--- src/rtl/pipeline_mem_arbiter.sv ---
// pipeline_mem_arbiter
//   Shares one physical memory port between the instruction-side and data-side
//   caches. Each 256-bit cacheline transfer becomes a burst of 64-bit beats.
//   Simultaneous requests are granted round-robin.
//
// Ports
//   clk, reset              clock; asynchronous active-low reset
//   i_read, i_addr          instruction line read request / address
//   i_rdata, i_resp         returned instruction line / one-cycle completion pulse
//   d_read, d_write, d_addr data line read / writeback request / address
//   d_wdata                 writeback line
//   d_rdata, d_resp         returned data line / one-cycle completion pulse
//   pmem_read, pmem_write   memory burst strobes, held for the whole burst
//   pmem_addr               line-aligned burst address (0 outside bursts)
//   pmem_wdata, pmem_rdata  current write beat / current read beat
//   pmem_resp               beat accepted or valid this cycle
module pipeline_mem_arbiter #(
    parameter int unsigned LINE_BITS = 256,
    parameter int unsigned BEAT_BITS = 64,
    parameter int unsigned ADDR_BITS = 32
) (
    input  logic                 clk,
    input  logic                 reset,
    input  logic                 i_read,
    input  logic [ADDR_BITS-1:0] i_addr,
    output logic [LINE_BITS-1:0] i_rdata,
    output logic                 i_resp,
    input  logic                 d_read,
    input  logic                 d_write,
    input  logic [ADDR_BITS-1:0] d_addr,
    input  logic [LINE_BITS-1:0] d_wdata,
    output logic [LINE_BITS-1:0] d_rdata,
    output logic                 d_resp,
    output logic                 pmem_read,
    output logic                 pmem_write,
    output logic [ADDR_BITS-1:0] pmem_addr,
    output logic [BEAT_BITS-1:0] pmem_wdata,
    input  logic [BEAT_BITS-1:0] pmem_rdata,
    input  logic                 pmem_resp
);

    localparam int unsigned BEATS       = LINE_BITS / BEAT_BITS;
    localparam int unsigned CNT_BITS    = (BEATS > 1) ? $clog2(BEATS) : 1;
    localparam int unsigned OFFSET_BITS = $clog2(LINE_BITS / 8);

    localparam logic [ADDR_BITS-1:0] ADDR_MASK =
        {{(ADDR_BITS - OFFSET_BITS){1'b1}}, {OFFSET_BITS{1'b0}}};
    localparam logic [CNT_BITS-1:0] LAST_BEAT = CNT_BITS'(BEATS - 1);

    typedef enum logic [2:0] {
        StIdle,
        StIRd,
        StDRd,
        StDWr,
        StResp
    } state_e;

    typedef enum logic {
        GrantInst,
        GrantData
    } side_e;

    state_e               state_q, state_d;
    side_e                last_grant_q, last_grant_d;
    logic [CNT_BITS-1:0]  cnt_q, cnt_d;
    logic [LINE_BITS-1:0] line_buf_q, line_buf_d;
    logic [ADDR_BITS-1:0] addr_q, addr_d;
    logic [LINE_BITS-1:0] i_rdata_q, i_rdata_d;
    logic [LINE_BITS-1:0] d_rdata_q, d_rdata_d;

    logic i_req, d_req, grant_data, last_beat, in_rd, in_wr;

    assign i_req      = i_read;
    assign d_req      = d_read | d_write;
    // On a tie the side that was not granted last wins; last_grant resets to
    // instruction so the first tie goes to data.
    assign grant_data = d_req & (~i_req | (last_grant_q == GrantInst));
    assign last_beat  = (cnt_q == LAST_BEAT);

    always_comb begin
        state_d      = state_q;
        last_grant_d = last_grant_q;
        cnt_d        = cnt_q;
        line_buf_d   = line_buf_q;
        addr_d       = addr_q;
        i_rdata_d    = i_rdata_q;
        d_rdata_d    = d_rdata_q;

        unique case (state_q)
            StIdle: begin
                if (i_req || d_req) begin
                    cnt_d = '0;
                    if (grant_data) begin
                        last_grant_d = GrantData;
                        addr_d       = d_addr & ADDR_MASK;
                        // read+write together is illegal; it is served as a write
                        if (d_write) begin
                            state_d    = StDWr;
                            line_buf_d = d_wdata;
                        end else begin
                            state_d = StDRd;
                        end
                    end else begin
                        last_grant_d = GrantInst;
                        addr_d       = i_addr & ADDR_MASK;
                        state_d      = StIRd;
                    end
                end
            end
            StIRd, StDRd: begin
                if (pmem_resp) begin
                    line_buf_d[cnt_q*BEAT_BITS +: BEAT_BITS] = pmem_rdata;
                    cnt_d = last_beat ? '0 : cnt_q + 1'b1;
                    if (last_beat) begin
                        state_d = StResp;
                        // Returned lines live in per-side registers so a burst
                        // for the other side cannot disturb them.
                        if (state_q == StIRd) begin
                            i_rdata_d = line_buf_d;
                        end else begin
                            d_rdata_d = line_buf_d;
                        end
                    end
                end
            end
            StDWr: begin
                if (pmem_resp) begin
                    cnt_d = last_beat ? '0 : cnt_q + 1'b1;
                    if (last_beat) begin
                        state_d = StResp;
                    end
                end
            end
            StResp: begin
                state_d = StIdle;
            end
            default: begin
                state_d = StIdle;
            end
        endcase
    end

    always_ff @(posedge clk or negedge reset) begin
        if (!reset) begin
            state_q      <= StIdle;
            last_grant_q <= GrantInst;
            cnt_q        <= '0;
            line_buf_q   <= '0;
            addr_q       <= '0;
            i_rdata_q    <= '0;
            d_rdata_q    <= '0;
        end else begin
            state_q      <= state_d;
            last_grant_q <= last_grant_d;
            cnt_q        <= cnt_d;
            line_buf_q   <= line_buf_d;
            addr_q       <= addr_d;
            i_rdata_q    <= i_rdata_d;
            d_rdata_q    <= d_rdata_d;
        end
    end

    assign in_rd      = (state_q == StIRd) || (state_q == StDRd);
    assign in_wr      = (state_q == StDWr);
    assign pmem_read  = in_rd;
    assign pmem_write = in_wr;
    assign pmem_addr  = (in_rd || in_wr) ? addr_q : '0;
    assign pmem_wdata = in_wr ? line_buf_q[cnt_q*BEAT_BITS +: BEAT_BITS] : '0;
    assign i_resp     = (state_q == StResp) && (last_grant_q == GrantInst);
    assign d_resp     = (state_q == StResp) && (last_grant_q == GrantData);
    assign i_rdata    = i_rdata_q;
    assign d_rdata    = d_rdata_q;

endmodule
--- config.mk ---
export PLATFORM = sky130hd
export DESIGN_NAME = pipeline_mem_arbiter
export DESIGN_NICKNAME = d
export VERILOG_FILES = /design/src/rtl/pipeline_mem_arbiter.sv
export SDC_FILE = /design/constraint.sdc
export NUM_CORES = 2
export LEC_CHECK = 0
export ABC_AREA = 1
export CAP_MARGIN = 10
export CORE_AREA = 2 2 394 396
export DETAILED_ROUTE_END_ITERATION = 8
export DIE_AREA = 0 0 396 398
export REMOVE_ABC_BUFFERS = 1
export SLEW_MARGIN = 20
export SYNTH_ARGS = -nofsm -noshare
export SYNTH_HDL_FRONTEND = slang
export SYNTH_SLANG_ARGS = --single-unit
--- constraint.sdc ---
create_clock -name clk -period 3.21 [get_ports clk]
set_input_delay 0.4815 -clock clk [delete_from_list [all_inputs] [get_ports clk]]
set_output_delay 0.4815 -clock clk [all_outputs]
set_load 0.1 [all_outputs]
==> flow_metrics.env <==
export IMPL_skew_ps=41.9
export IMPL_finalWeightedCongestion=0.925
export IMPL_worstSetupStartpointType="register"
export IMPL_drtIter0Drc=4001
export IMPL_syn_area_per_cell_sq_um=7.33
export IMPL_clkTransAtPathRegs_ps=70
export IMPL_antenna_left=0
export IMPL_cpMaxStageDelayCell="dfrtp_4"
export IMPL_area_growth_pct=40.2
export IMPL_outcome="finished, final reports clean"
export IMPL_slowest_delay_ps=570
export IMPL_seq_area_frac_synth_pct=50.4
export IMPL_ctsHtreeMaxLevel=3
export IMPL_clockRootBuffer="clkbuf_16"
export IMPL_grt_pass1_vias=40700
export IMPL_io_pins=1002
export IMPL_yosysWarnings=0
export IMPL_grt_start_max_net_pins=113
export IMPL_routed_wl_um=190000
export IMPL_worstPathRequired_ps=2730
export IMPL_rows=144
export IMPL_synth_cells=5427
export IMPL_start_util_pct=25.9
export IMPL_crit_path_end="pmem_wdata[50]"
export IMPL_r2r_slack_ps=400
export IMPL_synth_top_area_share_pct=50.4
export IMPL_crit_type="reg2out"
export IMPL_r2r_start="cnt_q[0]"
export IMPL_grt_pass1_wl_um=274000
export IMPL_netlist_area_sq_um=39800
export IMPL_synth_area_leaders="dfrtp_1 50%, nand2_1 20%, nor2_1 8.5%"
export IMPL_cts_buffers=96
export IMPL_antenna_found_initial=17
export IMPL_clk_latency_ps=730
export IMPL_finalMaxSlewViolations=0
export IMPL_fp_coreArea_sq_um=153000
export IMPL_clkSinkCount=801
export IMPL_holdWs_ps=383
export IMPL_crit_top_cell="buf_12"
export IMPL_die_x_um=396
export IMPL_worstPathArrival_ps=2600
export IMPL_rr_endpoint="line_buf_q[196]"
export IMPL_r2r_cells=11
export IMPL_ys_types=20
export IMPL_nets=6692
export IMPL_fin_crit_sh_pct=96.1
export IMPL_gr_usage_all_layers_pct=23.2
export IMPL_avgViaCountPerCell=5.03
export IMPL_worst_pin_slew_ps=999
export IMPL_dpl_hpwl_um=129000
export IMPL_die_area_sq_um=158000
export IMPL_num_vias=42300
export IMPL_drv_cap=0
export IMPL_drc=0
export IMPL_crit_path_max_fanout=27
export IMPL_max_slew_margin_pct=33.2
export IMPL_worst_hold_path_type="in2reg"
export IMPL_fin_crit_ps=3090
export IMPL_cts_tree="built"
export IMPL_fmax_mhz=324
export IMPL_crit_start="cnt_q[0]"
export IMPL_grt_setup_unrepaired="false"
export IMPL_first_pass_iters=7
export IMPL_dp_cells=8232
export IMPL_overflow=0
export IMPL_wl_per_cell_um=22.5
export IMPL_finalHoldViolCount=0
export IMPL_port_buffers=986
export IMPL_hold_path_depth=5
export IMPL_synth_seq_cells=801
export IMPL_die_h_um=398
export IMPL_setup_violations=0
export IMPL_drive_above_1_share_pct=13.7
export IMPL_path_cells="clkinv_8, buf_12, buf_12, o21ai_0, a21oi_2, buf_12"
export IMPL_worstSetupEndpointType="primary output"
export IMPL_synth_top_area_cell="dfrtp_1"
export IMPL_cts_buffer_depth=3
export IMPL_stdcell_count=8420
[routing by layer]
layer,track usage (%),wire length [um],share of wire (%)
met1,29.7,76500,40
met2,37.2,86700,46
met3,5.57,17200,9.1
met4,10.6,9300,4.9
met5,0,90,0.047
[cells in the mapped netlist]
library cell	count
nand3_1	259
buf_2	238
conb_1	1
ha_1	6
nand2_1	2134
inv_2	9
buf_1	3
o22ai_1	29
a21oi_1	65
nor2_1	896
nand2_2	1
or2_2	1
clkinv_1	1
inv_1	167
nor2_2	5
buf_4	12
dfrtp_1	801
a31oi_1	512
o21ai_0	160
clkbuf_1	127
[logic make-up after synthesis]
group           Yosys count  share of synthesized area [%]
other cells               1                        0.00943
simple gates           3296                           32.0
buf+inv                 557                           6.12
flops                   801                           50.4
fa+ha+maj                 6                          0.189
compound gates          766                           11.3
[stage by stage]
stage	setup WS [ps]	TNS, ps	util [%]	cell area [sq um]
global route	22.4	0	36.4	55800
detailed placement	579	0	34.1	52300
CTS	-32.4	-57.0	36.4	55700
floorplan	-11090	-7315390	-	38000
global placement	588	0	34.1	52300
finish	125	0	36.4	55800
[sequential cells by signal, summed over array words and instances (netlist names)]
| register | flops |
|---|---|
| d_rdata | 256 |
| cnt_q | 2 |
| state_q | 3 |
| line_buf_q | 256 |
| last_grant_q | 1 |
| i_rdata | 256 |
| addr_q | 27 |
[critical path, delay by kind of cell (launching register included)]
family	cells	cell delay [ps]
buf+inv	4	810
flops	1	570
compound gates	2	450
[layout by cell type (no fill, tap or decap), drive strengths merged]
master,synthesis,routed
buf,253,671
clkbuf,127,147
or2,1,1
o22ai,29,29
ha,6,6
inv,176,181
a31oi,512,512
conb,1,5
nand3,259,259
dfrtp,801,801
bufinv,0,4
clkinv,1,14
nand2,2135,2135
dlygate4sd3,0,1
clkinvlp,0,2
nor2,901,901
o21ai,160,160
diode,0,7
clkdlybuf4s50,0,475
a21oi,65,65
[worst min path at each step]
stage	to	slack, ps	startpoint
4_1_cts	line_buf_q[152]	310	d_wdata[152]
2_1_floorplan	addr_q[10]	190	reset
6_report	line_buf_q[152]	380	d_wdata[152]
3_3_place_gp	line_buf_q[239]	480	line_buf_q[239]
5_1_grt	addr_q[23]	360	d_addr[23]
3_5_place_dp	line_buf_q[227]	490	line_buf_q[227]
[final cells by class]
type | instances | area, sq um
Clock inverter | 24 | 285
Multi-Input combinational cell | 4073 | 17500
Antenna cell | 7 | 17.5
Clock buffer | 147 | 2870
Inverter | 177 | 702
Timing Repair Buffer | 1147 | 11800
Fill cell | 16000 | 97600
Sequential cell | 801 | 20100
Tap cell | 2044 | 2560
[repair_timing]
| action | CTS | global route |
|---|---|---|
| resized for setup | 31 | 5 |
| endpoints found under the setup margin | 40 | 22 |
| pin swaps | 1 | 1 |
| cloned | 2 | 0 |
| hold buffers | 1 | 0 |
| endpoints found under the hold margin | 40 | 0 |
| buffers inserted | 6 | 2 |
Power is not shown: default switching activity piles up to over one toggle a cycle in this logic, so the estimate is an artifact.
